==> config.mk <==
export PLATFORM = sky130hd
export DESIGN_NAME = bpd_upd_arb_flat
export DESIGN_NICKNAME = d
export VERILOG_FILES = /design/src/rtl/bpd_pkg.sv /design/src/rtl/bpd_upd_arb_if.sv /design/src/rtl/bpd_upd_fifo.sv /design/src/rtl/bpd_upd_arb.sv /design/src/flat_wrapper.sv
export SDC_FILE = /design/constraint.sdc
export NUM_CORES = 1
export LEC_CHECK = 0
export BUFFER_PORTS_ARGS = -buffer_cell sky130_fd_sc_hd__buf_4
export CAP_MARGIN = 20
export CORE_MARGIN = 2
export CORE_UTILIZATION = 45
export CTS_CLUSTER_SIZE = 40
export DETAILED_ROUTE_END_ITERATION = 8
export GPL_TIMING_DRIVEN = 0
export PLACE_DENSITY_LB_ADDON = 0.08
export SLEW_MARGIN = 30
export SYNTH_ARGS = -nofsm -noshare
export SYNTH_HDL_FRONTEND = slang
export SYNTH_HIERARCHICAL = 1
export SYNTH_SLANG_ARGS = --single-unit
==> constraint.sdc <==
create_clock -name clock -period 2.96 [get_ports clock]
set_input_delay 0.148 -clock clock [delete_from_list [all_inputs] [get_ports clock]]
set_output_delay 0.148 -clock clock [all_outputs]
set_load 0.03 [all_outputs]
==> src/rtl/bpd_pkg.sv <==
// Shared types for the branch-predictor table update arbiter.
// Holds the default index width, FSM state encoding and grant-source enum.
package bpd_pkg;

  localparam int IDX_W = 12;

  typedef enum logic {
    ST_INIT = 1'b0,
    ST_RUN  = 1'b1
  } state_e;

  typedef enum logic [2:0] {
    GNT_NONE,
    GNT_INIT,
    GNT_RD,
    GNT_UP,
    GNT_CH
  } gnt_e;

  // Last value of the init sweep counter for a table of 2^idx_w entries.
  function automatic int unsigned init_last(input int idx_w);
    return (32'd1 << idx_w) - 32'd1;
  endfunction

endpackage

==> src/rtl/bpd_upd_arb_if.sv <==
// Request/update/table bus of bpd_upd_arb.
// The slave modport is the arbiter side; the master modport drives requests.
interface bpd_upd_arb_if #(
  parameter int IDX_W = bpd_pkg::IDX_W
);

  logic             rd_req_i;
  logic [IDX_W-1:0] rd_idx_i;
  logic             rd_gnt_o;
  logic             up_val_i;
  logic [IDX_W-1:0] up_idx_i;
  logic             up_dir_i;
  logic             ch_val_i;
  logic [IDX_W-1:0] ch_idx_i;
  logic             ch_dir_i;
  logic             reinit_i;
  logic             tbl_en_o;
  logic             tbl_we_o;
  logic [IDX_W-1:0] tbl_idx_o;
  logic             tbl_wdir_o;
  logic             tbl_init_o;
  logic             busy_o;
  logic             drop_o;

  modport slave (
    input  rd_req_i, rd_idx_i, up_val_i, up_idx_i, up_dir_i,
    input  ch_val_i, ch_idx_i, ch_dir_i, reinit_i,
    output rd_gnt_o, tbl_en_o, tbl_we_o, tbl_idx_o, tbl_wdir_o,
    output tbl_init_o, busy_o, drop_o
  );

  modport master (
    output rd_req_i, rd_idx_i, up_val_i, up_idx_i, up_dir_i,
    output ch_val_i, ch_idx_i, ch_dir_i, reinit_i,
    input  rd_gnt_o, tbl_en_o, tbl_we_o, tbl_idx_o, tbl_wdir_o,
    input  tbl_init_o, busy_o, drop_o
  );

endinterface

==> src/rtl/bpd_upd_fifo.sv <==
// Retire-update FIFO: in-order {dir, idx} entries, power-of-two depth.
// Push and pop in the same cycle are both honoured, so a full FIFO may push while popping.
module bpd_upd_fifo #(
  parameter int IDX_W  = bpd_pkg::IDX_W,
  parameter int QDEPTH = 4
) (
  input  logic             clk,
  input  logic             rst,
  input  logic             i_push,
  input  logic [IDX_W-1:0] i_push_idx,
  input  logic             i_push_dir,
  input  logic             i_pop,
  output logic             o_full,
  output logic             o_empty,
  output logic [IDX_W-1:0] o_head_idx,
  output logic             o_head_dir
);
  import bpd_pkg::*;

  localparam int PW = $clog2(QDEPTH);
  localparam logic [PW:0] DEPTH = (PW + 1)'(QDEPTH);

  logic [IDX_W:0] r_mem [QDEPTH];
  logic [PW-1:0]  r_wp;
  logic [PW-1:0]  r_rp;
  logic [PW:0]    r_occ;

  always_ff @(posedge clk) begin
    if (i_push) begin
      r_mem[r_wp] <= {i_push_dir, i_push_idx};
    end
  end

  always_ff @(posedge clk) begin
    if (rst) begin
      r_wp  <= '0;
      r_rp  <= '0;
      r_occ <= '0;
    end else begin
      if (i_push) begin
        r_wp <= r_wp + 1'b1;
      end
      if (i_pop) begin
        r_rp <= r_rp + 1'b1;
      end
      if (i_push && !i_pop) begin
        r_occ <= r_occ + 1'b1;
      end else if (i_pop && !i_push) begin
        r_occ <= r_occ - 1'b1;
      end
    end
  end

  assign o_full     = (r_occ == DEPTH);
  assign o_empty    = (r_occ == '0);
  assign o_head_idx = r_mem[r_rp][IDX_W-1:0];
  assign o_head_dir = r_mem[r_rp][IDX_W];

endmodule

==> src/rtl/bpd_upd_arb.sv <==
// Single-port predictor table arbiter. ST_INIT sweeps every entry to weakly-taken,
// ST_RUN grants one of queued update / read / choice update per cycle with zero-cycle grant.
module bpd_upd_arb #(
  parameter int IDX_W      = bpd_pkg::IDX_W,
  parameter int QDEPTH     = 4,
  parameter int STARVE_LIM = 8
) (
  input logic          clock,
  input logic          reset,
  bpd_upd_arb_if.slave bus
);
  import bpd_pkg::*;

  localparam int SW = $clog2(STARVE_LIM + 1);
  localparam logic [SW-1:0]    LIM      = SW'(STARVE_LIM);
  localparam logic [IDX_W-1:0] CNT_LAST = IDX_W'(init_last(IDX_W));

  state_e           r_state;
  state_e           w_state_nxt;
  logic [IDX_W-1:0] r_cnt;
  logic [IDX_W-1:0] w_cnt_nxt;
  logic [SW-1:0]    r_starve;
  logic [SW-1:0]    w_starve_nxt;

  gnt_e             w_gnt;
  logic             w_full;
  logic             w_empty;
  logic [IDX_W-1:0] w_head_idx;
  logic             w_head_dir;
  logic             w_up_pri;
  logic             w_push;
  logic             w_pop;
  logic             w_en;
  logic             w_we;
  logic             w_ini;
  logic             w_rgnt;
  logic [IDX_W-1:0] w_idx;
  logic             w_dir;
  logic             w_drop;

  bpd_upd_fifo #(
    .IDX_W  (IDX_W),
    .QDEPTH (QDEPTH)
  ) u_fifo (
    .clk        (clock),
    .rst        (reset),
    .i_push     (w_push),
    .i_push_idx (bus.up_idx_i),
    .i_push_dir (bus.up_dir_i),
    .i_pop      (w_pop),
    .o_full     (w_full),
    .o_empty    (w_empty),
    .o_head_idx (w_head_idx),
    .o_head_dir (w_head_dir)
  );

  always_ff @(posedge clock) begin
    if (reset) begin
      r_state  <= ST_INIT;
      r_cnt    <= '0;
      r_starve <= '0;
    end else begin
      r_state  <= w_state_nxt;
      r_cnt    <= w_cnt_nxt;
      r_starve <= w_starve_nxt;
    end
  end

  always_comb begin
    w_state_nxt = r_state;
    w_cnt_nxt   = r_cnt;
    if (bus.reinit_i) begin
      w_state_nxt = ST_INIT;
      w_cnt_nxt   = '0;
    end else if (r_state == ST_INIT) begin
      w_cnt_nxt = r_cnt + 1'b1;
      if (r_cnt == CNT_LAST) begin
        w_state_nxt = ST_RUN;
      end
    end
  end

  // Starvation age of the FIFO head; it keeps ageing during the sweep too.
  always_comb begin
    if (w_pop || w_empty) begin
      w_starve_nxt = '0;
    end else if (r_starve == LIM) begin
      w_starve_nxt = LIM;
    end else begin
      w_starve_nxt = r_starve + 1'b1;
    end
  end

  assign w_up_pri = !w_empty && (w_full || (r_starve == LIM));

  always_comb begin
    w_gnt = GNT_NONE;
    if (r_state == ST_INIT) begin
      w_gnt = GNT_INIT;
    end else if (w_up_pri) begin
      w_gnt = GNT_UP;
    end else if (bus.rd_req_i) begin
      w_gnt = GNT_RD;
    end else if (!w_empty) begin
      w_gnt = GNT_UP;
    end else if (bus.ch_val_i) begin
      w_gnt = GNT_CH;
    end

    w_en   = 1'b0;
    w_we   = 1'b0;
    w_ini  = 1'b0;
    w_rgnt = 1'b0;
    w_idx  = '0;
    w_dir  = 1'b0;
    w_pop  = 1'b0;
    unique case (w_gnt)
      GNT_INIT: begin
        w_en  = 1'b1;
        w_we  = 1'b1;
        w_ini = 1'b1;
        w_idx = r_cnt;
      end
      GNT_RD: begin
        w_en   = 1'b1;
        w_rgnt = 1'b1;
        w_idx  = bus.rd_idx_i;
      end
      GNT_UP: begin
        w_en  = 1'b1;
        w_we  = 1'b1;
        w_idx = w_head_idx;
        w_dir = w_head_dir;
        w_pop = 1'b1;
      end
      GNT_CH: begin
        w_en  = 1'b1;
        w_we  = 1'b1;
        w_idx = bus.ch_idx_i;
        w_dir = bus.ch_dir_i;
      end
      default: ;
    endcase
  end

  // A full FIFO can only push when its head is leaving this same cycle.
  assign w_push = bus.up_val_i && (!w_full || w_pop);
  assign w_drop = (bus.ch_val_i && (w_gnt != GNT_CH)) || (bus.up_val_i && !w_push);

  assign bus.tbl_en_o   = w_en && !reset;
  assign bus.tbl_we_o   = w_we && !reset;
  assign bus.tbl_init_o = w_ini && !reset;
  assign bus.rd_gnt_o   = w_rgnt && !reset;
  assign bus.drop_o     = w_drop && !reset;
  assign bus.tbl_idx_o  = w_idx;
  assign bus.tbl_wdir_o = w_dir;
  assign bus.busy_o     = reset || (r_state == ST_INIT);

endmodule

==> src/flat_wrapper.sv <==
// flat-port wrapper written by rule: the top's interface ports become plain ports
module bpd_upd_arb_flat import bpd_pkg::*;
#(
  parameter int IDX_W      = bpd_pkg::IDX_W,
  parameter int QDEPTH     = 4,
  parameter int STARVE_LIM = 8
)
  (clock, reset, bus_rd_req_i, bus_rd_idx_i, bus_up_val_i, bus_up_idx_i, bus_up_dir_i, bus_ch_val_i, bus_ch_idx_i, bus_ch_dir_i, bus_reinit_i, bus_rd_gnt_o, bus_tbl_en_o, bus_tbl_we_o, bus_tbl_idx_o, bus_tbl_wdir_o, bus_tbl_init_o, bus_busy_o, bus_drop_o);
  bpd_upd_arb_if #(.IDX_W(IDX_W)) bus_i ();
  input logic clock;
  input logic reset;
  input wire logic [$bits(bus_i.rd_req_i)-1:0] bus_rd_req_i;
  input wire logic [$bits(bus_i.rd_idx_i)-1:0] bus_rd_idx_i;
  input wire logic [$bits(bus_i.up_val_i)-1:0] bus_up_val_i;
  input wire logic [$bits(bus_i.up_idx_i)-1:0] bus_up_idx_i;
  input wire logic [$bits(bus_i.up_dir_i)-1:0] bus_up_dir_i;
  input wire logic [$bits(bus_i.ch_val_i)-1:0] bus_ch_val_i;
  input wire logic [$bits(bus_i.ch_idx_i)-1:0] bus_ch_idx_i;
  input wire logic [$bits(bus_i.ch_dir_i)-1:0] bus_ch_dir_i;
  input wire logic [$bits(bus_i.reinit_i)-1:0] bus_reinit_i;
  output wire logic [$bits(bus_i.rd_gnt_o)-1:0] bus_rd_gnt_o;
  output wire logic [$bits(bus_i.tbl_en_o)-1:0] bus_tbl_en_o;
  output wire logic [$bits(bus_i.tbl_we_o)-1:0] bus_tbl_we_o;
  output wire logic [$bits(bus_i.tbl_idx_o)-1:0] bus_tbl_idx_o;
  output wire logic [$bits(bus_i.tbl_wdir_o)-1:0] bus_tbl_wdir_o;
  output wire logic [$bits(bus_i.tbl_init_o)-1:0] bus_tbl_init_o;
  output wire logic [$bits(bus_i.busy_o)-1:0] bus_busy_o;
  output wire logic [$bits(bus_i.drop_o)-1:0] bus_drop_o;
  assign bus_i.rd_req_i = bus_rd_req_i;
  assign bus_i.rd_idx_i = bus_rd_idx_i;
  assign bus_i.up_val_i = bus_up_val_i;
  assign bus_i.up_idx_i = bus_up_idx_i;
  assign bus_i.up_dir_i = bus_up_dir_i;
  assign bus_i.ch_val_i = bus_ch_val_i;
  assign bus_i.ch_idx_i = bus_ch_idx_i;
  assign bus_i.ch_dir_i = bus_ch_dir_i;
  assign bus_i.reinit_i = bus_reinit_i;
  assign bus_rd_gnt_o = bus_i.rd_gnt_o;
  assign bus_tbl_en_o = bus_i.tbl_en_o;
  assign bus_tbl_we_o = bus_i.tbl_we_o;
  assign bus_tbl_idx_o = bus_i.tbl_idx_o;
  assign bus_tbl_wdir_o = bus_i.tbl_wdir_o;
  assign bus_tbl_init_o = bus_i.tbl_init_o;
  assign bus_busy_o = bus_i.busy_o;
  assign bus_drop_o = bus_i.drop_o;
  bpd_upd_arb #(.IDX_W(IDX_W), .QDEPTH(QDEPTH), .STARVE_LIM(STARVE_LIM)) u_core (.clock(clock), .reset(reset), .bus(bus_i));
endmodule
# == Word-level counts from Yosys, hierarchy flattened ==
# Memories as Yosys holds them, arrays and structs flattened. A register that Yosys moved wholly into a read port is not among the register bits.
# Cells that the tools add are included.
# W data, S select, Z words.
# word_totals
ff_bits,24
ramBits,52
inputBits,44
output_inout_bits,19
elab_cells,72
mem_count,1
# memory_table
name,depth,word_bits,read_ports,rd_ports_with_merged_regs,write_ports,line,source
u_core.u_fifo.r_mem,4,13,1,1,1,bpd_upd_fifo.sv:23,logic [IDX_W:0] r_mem [QDEPTH];
# op_classes
n_addsub,6
eq_ne,8
muxes,21
bitwise_logic,1
n_reduce_logical,28
# ops
op,n
$pmux W12 S4,1
$mux W3,7
$add A12 B1 Y12 const B,1
$eq A12 B12 Y1 const B,1
$logic_and A1 B1 Y1,11
$mux W1,9
$eq A3 B2 Y1 const B,2
$eq A3 B3 Y1 const B,2
$reduce_or A3 Y1,2
$logic_not A1 Y1,5
$logic_or A1 B1 Y1,5
$add A2 B1 Y2 const B,2
$add A4 B1 Y4 const B,1
$eq A4 B4 Y1 const B,1
$mux W2,2
$mux W4,1
$reduce_or A2 Y1,2
$reduce_or A4 Y1,1
$add A3 B1 Y3 const B,1
$eq A3 B1 Y1 const B,1
$logic_not A3 Y1,1
$ne A3 B3 Y1 const B,1
$sub A3 B1 Y3 const B,1
$pmux W1 S2,1
other kinds (2),2

# == Depth between registers and ports, before layout ==
# Gate-level depths: netlist of run 1.
# logic_depth
depth_word,13
depth_mapped,12
depth_no_buf,11

# == Hierarchy ==
# The synthesis of run 1 kept the hierarchy.
# by_module_without_submodules
mod,n_inst,cells_each,area_each_um2,seq_area_each_um2
bpd_upd_fifo,1,111,2311.0,1741.7
bpd_upd_arb,1,183,1367.6,340.3

# == Worst setup path before layout of run 1 ==
# OpenSTA, ideal clock, no wires.
# synth_path
path_type,reg-to-reg
start,register u_core.u_fifo.r_occ[1]
end,register u_core.u_fifo.r_occ[2]
setup_time_ns,0.070
t_arrival_ns,2.496
t_required_ns,2.890
slack_ns,0.394
path_stages_with_launch,11
path_buffers,0
period_less_slack_ns,2.566
cell_sequence,dfxtp_1 -> nor3_1 -> clkinv_1 -> o211a_1 -> inv_1 -> ha_1 -> inv_1 -> fa_1 -> xor2_1 -> or3_1 -> a21oi_1
# synth_between
elab_chain_cells,12
elab_cells_between_ends,23
cone_classes,2 x add/sub; 2 x eq/ne; 7 x mux; 12 x reduce/logical
# synth_lines
element,line,source
from (decl),bpd_upd_fifo.sv:26,logic [PW:0] r_occ;
from (signal assigned),bpd_upd_fifo.sv:47,r_occ <= r_occ + 1'b1;
from (signal assigned),bpd_upd_fifo.sv:49,r_occ <= r_occ - 1'b1;
$logic_not A3 Y1 *,bpd_upd_fifo.sv:55,assign o_empty = (r_occ == '0);
net u_core.w_empty,bpd_upd_arb.sv:27,logic w_empty;
$mux W3 or $logic_not A1 Y1 (tied branches),"bpd_upd_arb.sv:104, bpd_upd_arb.sv:94",
$mux W3 or $logic_and A1 B1 Y1 (tied branches),"bpd_upd_arb.sv:102, bpd_upd_arb.sv:94",
$mux W3 *,bpd_upd_arb.sv:100,end else if (w_up_pri) begin
$mux W3 *,bpd_upd_arb.sv:98,if (r_state == ST_INIT) begin
$eq A3 B2 Y1 *,bpd_upd_arb.sv:117,unique case (w_gnt)
$mux W1 *,bpd_upd_arb.sv:117,
net u_core.w_pop,bpd_upd_arb.sv:32,logic w_pop;
$logic_or A1 B1 Y1,bpd_upd_arb.sv:147,assign w_push = bus.up_val_i && (!w_full || w_pop);
$logic_and A1 B1 Y1,bpd_upd_arb.sv:147,
$logic_not A1 Y1,bpd_upd_fifo.sv:48,end else if (i_pop && !i_push) begin
$logic_and A1 B1 Y1,bpd_upd_fifo.sv:48,
$reduce_bool A2 Y1 (no source line),--,
# The timed path passes the listed nets; every way through them passes the cells marked *. The select of a mux whose other input is x is not followed.
# A chain may end at the register's enable or synchronous reset.

# == Worst setup path after layout of run 1 ==
# Same ends and word-level chain as after synthesis.

==> summary by stage, run 1 <==
Timing
Setup repair after global routing left no endpoint under its margin. Clock skew on the completed layout was measured at 0.00760 ns. The final count of hold timing violations came to 0. Final hold analysis gives a worst-case slack of 0.0855 ns.

The number of max-slew violations in the final report came to 0. Dividing the final minimum period by the clock period gives 93.8%. Headroom to the max-slew limit came out at 49.6%.

The maximum achievable frequency is 0.360 GHz. The worst path in the final design needs a cycle of 2.78 ns, including I/O delays and setup. For the pin with the worst max-slew slack, the measured transition is 0.756 ns.

Setup violations remaining at the end of the flow were counted as 0.

Clock tree
The H-tree generated during clock tree synthesis spans 3 levels. Clock tree synthesis inserted a total of 9 buffers. TritonCTS built the clock tree.

Clock-pin slew was measured on the worst setup and hold paths at 0.08 ns. Once the clock tree was built, the setup fixing pass inserted 0 buffers. No sink is reached through more buffers than the 2 on the longest clock path. The buffer cell driving the clock tree root is sky130_fd_sc_hd__clkbuf_8. The clock sink count is 78. At the later pin of the worst-skew pair, clock insertion delay measures 0.35 ns.

Final layout
The final-stage net count is 433. From synthesis to final layout, the design area changed by 25.3%. The repair_antennas step left the layout with diodes totalling 0. Summing all multi-input logic gate instances after layout gives 0.00148 mm^2. After routing the design area is 0.00461 mm^2. The sequential standard cell area is 0.00208 mm^2.

After filler insertion, the fill cell instance count of the layout stands at 674. Of the cells placed in the final design, the portion with a size suffix greater than 1 is 26.0%.

Floorplanning
The die extent in x is 94.4 um. For this configuration, the core starts out at a cell density of 47.1%. The I/O pin total is 63. The initialized floorplan defines 32 standard-cell rows. The floorplan step defined a die boundary enclosing 0.00891 mm^2.

The region available for standard cell placement spans 0.00781 mm^2. The chip height is 94.4 um.

Yosys
Counting flops and latches in the post-synthesis netlist gives 78. After synthesis, the netlist uses 42 different library cells. During synthesis, Yosys emitted a total of 6 warnings.

The synthesized design spends more area on one cell type than any other, namely sky130_fd_sc_hd__edfxtp_1. The post-synth design cell area is 0.00368 mm^2. In the post-synthesis netlist, the biggest area contributors are sky130_fd_sc_hd__edfxtp_1 (42%), sky130_fd_sc_hd__dfxtp_1 (14%), sky130_fd_sc_hd__mux4_2 (6.1%). The synthesized instance count is 294. The synthesized design devotes to its leading area cell type 42.4% of total area. The average footprint of a synthesized cell is 12.5 um^2. The synthesized netlist net count is 347. The proportion of synthesized chip area in sequential cells is 56.6%.

Routing
Using the TritonRoute via totals, the vias-per-cell ratio works out to 5.52. The count of routing violations after the opening detailed-route iteration is 150. Summing over every cut layer, the via total after detailed routing is 2686.

The wire length after detailed routing is 8360 um. The final routed DRC violation total is 0. In this run the remaining antenna-violating nets after routing total 0. After detailed routing, the average wire length per cell comes to 17.2 um.

The pre-antenna-repair detailed-routing pass consisted of 4 iterations.

Worst hold path
The path with the worst hold slack has its endpoint at u_core/r_cnt[11]$_SDFFE_PP0N_. The worst hold path startpoint is bus_reinit_i. The min-delay analysis places its worst path in the category in -> reg.

The worst hold path was traced through 3 stages.

Setup path
STA puts the critical path data required time at 3.24 ns. Counting cells, the worst reg-to-reg path comes to 10. The endpoint kind of the worst setup timing path is a flip-flop. The worst stage delay on the critical path is 0.41 ns. The endpoint arrival time on the critical path is 3.06 ns.

The cell with the most instances on the worst path is sky130_fd_sc_hd__inv_1. The largest individual stage delay along the critical path comes from the cell sky130_fd_sc_hd__nor3_2. In this run the critical register-to-register path is launched from u_core/u_fifo/r_occ[1]$_SDFFE_PP0P_. The startpoint-to-endpoint class of the critical path is reg -> reg. Traced cell by cell, the critical path runs through nor3_2 > clkinv_1 > o211a_1 > inv_1 > ha_1 > inv_1 > fa_1 > xor2_1 > or3_1 > a21oi_1.

The worst setup path is launched from a flip-flop. Of all nets on the critical path, the largest fanout is 8. The worst reg-to-reg setup slack is 0.18 ns. In this run the critical register-to-register path is captured at u_core/u_fifo/r_occ[2]$_SDFFE_PP0P_.

Placed design
At the end of routability-driven placement, the weighted congestion stood at 0.839. The sum of net half-perimeters after detailed placement is 6010 um. Buffers placed on the I/O ports in this run total 62. The cell area reported after detailed placement is 0.00427 mm^2.

Global routing
The number of global-route vias before repair is 2599. The first-pass GRT wire length is 13400 um. The largest net degree at the start of global routing is 16. The number of antenna violations at the first check in global routing is 0. In the global route stage, overall resource usage came out at 20.0%. The total overflow left after global routing is 0.

Job
The max-cap violation count is 0.

Power
The share of total power dissipated in the clock network is 33.0%. The share of total power in sequential cells is 51.9%. The combinational share of power is 15.1%.

The switching component of the power is 0.000670 W. VDD sags by at most 461 uV. The internal power of the cells totals 0.00180 W. The switching power share of the total is 27.2%. The total power draw is 0.00247 W. For this design the ratio of total power to cell area is 535 mW/mm^2.

The leakage power is 1.67 nW.

Outcome
The run finished with clean final reports.
## synth_stat cells, drive strengths merged
cell type,instances
clkbuf,12
clkinv,1
dfxtp,26
o311ai,1
mux2i,4
and2,6
nor4,2
nand4b,2
nor3,5
nand4,2
a21oi,11
nand2,11
xor2,4
xnor2,4
o21a,1
a211oi,1
o211a,1
a31oi,13
o21ai,5
or3,6
mux4,13
o2111ai,12
o41ai,1
buf,8
nand3,14
edfxtp,52
o31ai,3
o22ai,1
nand2b,3
o211ai,13
fa,1
ha,8
or4,4
nor2,15
nor2b,13
nor3b,2
and3b,2
inv,8
or2,3
## state kept, by name, summed over array words and instances, names as in the netlist, named ones only
signal / flops
u_core/r_cnt: 12
u_core/r_starve: 4
u_core/r_state: 1
u_core/u_fifo/r_mem: 52
u_core/u_fifo/r_occ: 3
u_core/u_fifo/r_rp: 2
u_core/u_fifo/r_wp: 2
## kinds of logic (layout without fill, tap and decap cells)
kind of cell / count (synthesis) / in the layout / synth area share (%)
mux: 17 / 17 / 9.35
fa+ha+maj: 9 / 9 / 3.27
compound gates: 63 / 63 / 11.8
xor+xnor: 8 / 8 / 1.90
flops: 78 / 78 / 56.6
buf+inv: 29 / 120 / 3.33
simple gates: 90 / 90 / 13.7
## metal layers
metal,routed length [um],global-route usage [%],part of all wire [%],vias up
met4,116,5.80,1.4,0
met2,4080,32.9,49,60
met1,3770,26.6,45,1304
li1,-,-,-,1313
met5,0,0,0,-
met3,401,4.95,4.8,9
## layout by cell type, fill, tap and decap left out, drive strengths merged, types with 4 or more instances in the layout
cell type	count
a21oi	11
or4	4
o2111ai	12
dlygate4sd3	13
xor2	4
xnor2	4
nor2b	13
o21ai	5
mux4	13
a31oi	13
nor2	15
or3	6
clkbuf	21
nor3	5
buf	70
o211ai	13
dfxtp	26
edfxtp	52
nand2	11
nand3	14
mux2i	4
inv	12
ha	8
and2	6
## critical path, delay by kind of cell (launching register included)
| kind | cells | cell delay, ns |
|---|---|---|
| AOI/OAI and AO/OA | 2 | 0.45 |
| xor gates and xnor gates | 1 | 0.16 |
| adders and majority gates | 2 | 0.54 |
| buffers and inverters | 3 | 0.47 |
| DFF | 1 | 0.37 |
| and+or+nand+nor | 2 | 0.71 |
## power groups by stage
| stage | sequential, W | combinational [W] | clock, W |
|---|---|---|---|
| CTS | 0.00128 | 0.000377 | 0.000837 |
| detailed placement | 0.00130 | 0.000362 | 0 |
| finish | 0.00128 | 0.000373 | 0.000814 |
| global route | 0.00129 | 0.000416 | 0.000881 |
| floorplan | 0.00129 | 0.000226 | 0 |
| global placement | 0.00130 | 0.000352 | 0 |
## how the worst max path moves through the flow
stage | from | end | slack, ns | depth (start not counted)
final | u_core/u_fifo/r_occ[1]$_SDFFE_PP0P_ | u_core/u_fifo/r_occ[2]$_SDFFE_PP0P_ | 0.18 | 10
after global routing | u_core/u_fifo/r_occ[1]$_SDFFE_PP0P_ | u_core/u_fifo/r_occ[2]$_SDFFE_PP0P_ | 0.001 | 10
after CTS | u_core/u_fifo/r_occ[1]$_SDFFE_PP0P_ | u_core/u_fifo/r_occ[2]$_SDFFE_PP0P_ | 0.21 | 10
after detailed placement | u_core/u_fifo/r_occ[0]$_SDFFE_PP0P_ | u_core/u_fifo/r_occ[2]$_SDFFE_PP0P_ | -0.04 | 10
after global placement | u_core/u_fifo/r_occ[1]$_SDFFE_PP0P_ | u_core/u_fifo/r_occ[2]$_SDFFE_PP0P_ | 0.02 | 10
after floorplan | u_core/u_fifo/r_occ[1]$_SDFFE_PP0P_ | u_core/u_fifo/r_occ[2]$_SDFFE_PP0P_ | 0.39 | 10
## what timing repair did
action / 4_1_cts / 5_1_grt
setup endpoints to repair: 1 / 0
hold buffers: 13 / 0
endpoints found under the hold margin: 52 / 0
gates resized for setup: 1 / 0
## final cells by class
cell class / count / area share (%)
plain buffers: 20 / 1.93
repair buffers: 75 / 12.9
flip-flops and latches: 78 / 45.2
clock buffers: 9 / 2.69
clock inverters: 7 / 1.71
multi-input cells: 187 / 32.1
well taps: 102 / 2.77
inverters: 9 / 0.733
## through the flow
stage | setup slack, ns | setup TNS [ns] | utilization [%] | std cells
after floorplan | 0.394 | 0 | - | 294
after global placement | 0.0195 | 0 | 54.7 | 458
final | 0.183 | 0 | 59.0 | 487
after CTS | 0.207 | 0 | 59.0 | 487
after detailed placement | -0.0410 | -0.0410 | 54.7 | 458
after global routing | 0.00139 | 0 | 59.0 | 487
(Power assumes the default switching activity.)
==> run 2, diff against run 1 <==
Settings changed: CTS_BUF_LIST set to sky130_fd_sc_hd__clkbuf_16.
==> summary by stage, run 2 (synthesis gave the netlist of run 1 again) <==
Final layout
The flip-flop count of the largest register after layout came to 52 (unchanged). The number of antenna cells inserted is 0 (unchanged). The share of post-route cells with drive strength above 1 is 26.9% (+0.91 points). The largest register by flop count is u_core/u_fifo/r_mem. The number of fill cells in the layout came to 675 (+0.15%). The sequential standard cell area is 0.00208 mm^2 (unchanged). The area growth from synthesis to layout is 24.5%. The final-stage net count came to 420 (-3.0%). The area occupied by multi-input gates was 0.00148 mm^2 (unchanged).

The largest registers in the layout are u_core/u_fifo/r_mem (52), u_core/r_cnt (12), u_core/r_starve (4). The leading cell type in the layout, fill and taps excluded is sky130_fd_sc_hd__buf_4. The library cells used most frequently in the layout, excluding fill and tap cells, are sky130_fd_sc_hd__buf_4 (62), sky130_fd_sc_hd__edfxtp_1 (52), sky130_fd_sc_hd__dfxtp_1 (26).

Floorplanning
The die extent in x was 94.4 um (unchanged). The I/O pin total is 63 (unchanged). The area enclosed by the die boundary is 0.00891 mm^2 (unchanged). The total number of placement rows came to 32 (unchanged). The initial core utilization is 47.1% (unchanged). The chip height is 94.4 um (unchanged). The floorplan core area is 0.00781 mm^2 (unchanged).

Setup path
The worst-path maximum fanout came to 8 (unchanged). The worst setup path is captured at a flip-flop. The path depth of the worst reg2reg path is 10 (unchanged). STA classifies the critical path startpoint as a flip-flop. The worst register-to-register path begins at u_core/u_fifo/r_occ[1]$_SDFFE_PP0P_. The data required time of the critical path is 3.21 ns (-0.03 ns). The destination of the worst register-to-register timing path is u_core/u_fifo/r_occ[2]$_SDFFE_PP0P_.

The endpoint arrival time on the critical path is 3.02 ns (-0.04 ns). The startpoint-to-endpoint class of the critical path is reg -> reg. The start point of the critical path is u_core/u_fifo/r_occ[1]$_SDFFE_PP0P_.

The worst reg-to-reg setup slack was 0.19 ns (about the same).

Outcome
The run finished with clean final reports.

Global routing
The number of global-route vias before repair is 2567 (-1.2%). The total global routing overflow was 0 (unchanged). The largest net degree at the start of global routing was 16 (unchanged).

The first-pass GRT wire length is 13400 um (+0.31%). The total global-route track usage is 20.1% (+0.072 points). The number of antenna violations at the first check in global routing is 0 (unchanged).

Power
The power density relative to cell area was 601 mW/mm^2 (+12%). The leakage power is 1.66 nW (-0.48%). The worst vdd rail ir drop is 545 uV (+18%). The total power draw is 0.00275 W (+12%).

Timing
The number of max-slew violations in the final report was 0 (unchanged). The share of the clock period used by the worst path is 93.5% (-0.33 points). The setup-violating endpoint count in the final report is 0 (unchanged). The shortest clock period the worst path allows after layout was 2.77 ns (-0.00969 ns). Setup repair after global routing left no endpoint under its margin.

The maximum achievable frequency is 0.361 GHz (+0.35%). The worst-case clock skew was 0.00713 ns (-0.000474 ns). The final count of hold timing violations came to 0 (unchanged). The transition time of the tightest slew-check pin is 0.709 ns (-0.0465 ns). The headroom to the max-slew limit was 52.7% (+3.1 points). The tightest hold margin is 0.0154 ns (-0.0701 ns).

Worst hold path
For hold timing, the worst endpoint is u_core/u_fifo/r_mem[2][7]$_DFFE_PP_. In this run the worst hold path is classified as in -> reg. The number of cells traversed by the worst hold path came to 1 (-2). The worst hold path startpoint is bus_up_idx_i[7].

Placed design
The sum of net half-perimeters after detailed placement is 6010 um (unchanged). The weighted congestion at the end of routability-driven global placement was 0.839 (unchanged). The number of input and output port buffers inserted came to 62 (unchanged).

Clock tree
The number of levels in the clock H-tree came to 3 (unchanged). The buffer depth of the longest clock path is 2 (unchanged). The clock insertion delay at the later pin of the skew report came to 0.33 ns (-0.02 ns). The clock tree from TritonCTS is done.

The cell sitting at the root of the clock tree is a sky130_fd_sc_hd__clkbuf_16. The clock sink count came to 78 (unchanged). The number of CTS-inserted buffers is 9 (unchanged). The clock-pin slew on the worst setup and hold paths is 0.06 ns (-0.02 ns).

Job
The max-cap violation count was 0 (unchanged).

Routing
The final antenna-violating net count is 0 (unchanged). The length of the first detailed-routing pass in iterations is 4 (unchanged). The count of routing violations after the opening detailed-route iteration is 107 (-29%). The wire length after detailed routing came to 8360 um (about the same). The average vias per placed instance is 5.58 (+1.2%). The final routed DRC violation total is 0 (unchanged). The routed length per placed instance is 17.6 um (+2.7%). The detailed-route via count is 2646 (-1.5%).
[run 2: changes by cell type in the layout (fill, tap and decap cells not counted)]
| cell | previous run | this run |
|---|---|---|
| sky130_fd_sc_hd__dlygate4sd3_1 | 13 | 0 |
| sky130_fd_sc_hd__clkbuf_16 | 0 | 9 |
| sky130_fd_sc_hd__clkbuf_8 | 9 | 0 |
[run 2: where the power goes]
group	switching, W	internal (W)
clock network	0.000446	0.000665
logic	0.000220	0.000140
registers	0.0000350	0.00125
total	0.000701	0.00205
[run 2: final cells by class]
type                            count  share of cell area [%]
Timing Repair Buffer               62                    10.2
Multi-Input combinational cell    187                    32.3
Clock inverter                      7                    1.72
Buffer                             20                    1.94
Sequential cell                    78                    45.5
Clock buffer                        9                    4.92
Inverter                            9                   0.738
Tap cell                          102                    2.79
[run 2: worst max-delay path by stage]
stage / slack (ns) / cells past startpoint / to
after global routing: 0.007 / 10 / u_core/u_fifo/r_occ[2]$_SDFFE_PP0P_
after detailed placement: -0.04 / 10 / u_core/u_fifo/r_occ[2]$_SDFFE_PP0P_
after CTS: 0.21 / 10 / u_core/u_fifo/r_occ[2]$_SDFFE_PP0P_
after floorplan: 0.39 / 10 / u_core/u_fifo/r_occ[2]$_SDFFE_PP0P_
final: 0.19 / 10 / u_core/u_fifo/r_occ[2]$_SDFFE_PP0P_
after global placement: 0.02 / 10 / u_core/u_fifo/r_occ[2]$_SDFFE_PP0P_
[run 2: stage by stage]
step / cell area (um^2) / std cells / TNS, ns / setup WS, ns / util (%)
floorplan: 3680 / 294 / 0 / 0.394 / -
global placement: 4270 / 458 / 0 / 0.0195 / 54.7
detailed placement: 4270 / 458 / -0.0410 / -0.0410 / 54.7
CTS: 4580 / 474 / 0 / 0.213 / 58.7
global route: 4580 / 474 / 0 / 0.00734 / 58.7
finish: 4580 / 474 / 0 / 0.193 / 58.7
[run 2: critical path, stage by stage, from the launching register on]
cell and delay (ns):
sky130_fd_sc_hd__dfxtp_1 0.36, sky130_fd_sc_hd__nor3_2 0.41, sky130_fd_sc_hd__clkinv_1 0.32, sky130_fd_sc_hd__o211a_1 0.29, sky130_fd_sc_hd__inv_1 0.09, sky130_fd_sc_hd__ha_1 0.18, sky130_fd_sc_hd__inv_1 0.06, sky130_fd_sc_hd__fa_1 0.37
sky130_fd_sc_hd__xor2_1 0.16, sky130_fd_sc_hd__or3_1 0.30, sky130_fd_sc_hd__a21oi_1 0.15
[run 2: timing repair]
action                                  CTS  global route
gates resized for setup                   1             0
endpoints found under the setup margin    1             0
setup buffers                             0             0
hold buffers                              0             0
[run 2: per-layer routing]
| layer | share of wire (%) | global-route usage [%] | vias to the layer above |
|---|---|---|---|
| met3 | 5.8 | 5.11 | 7 |
| met4 | 0.92 | 6.04 | 0 |
| li1 | - | - | 1287 |
| met2 | 49 | 32.6 | 71 |
| met5 | 0 | 0 | - |
| met1 | 45 | 26.9 | 1281 |
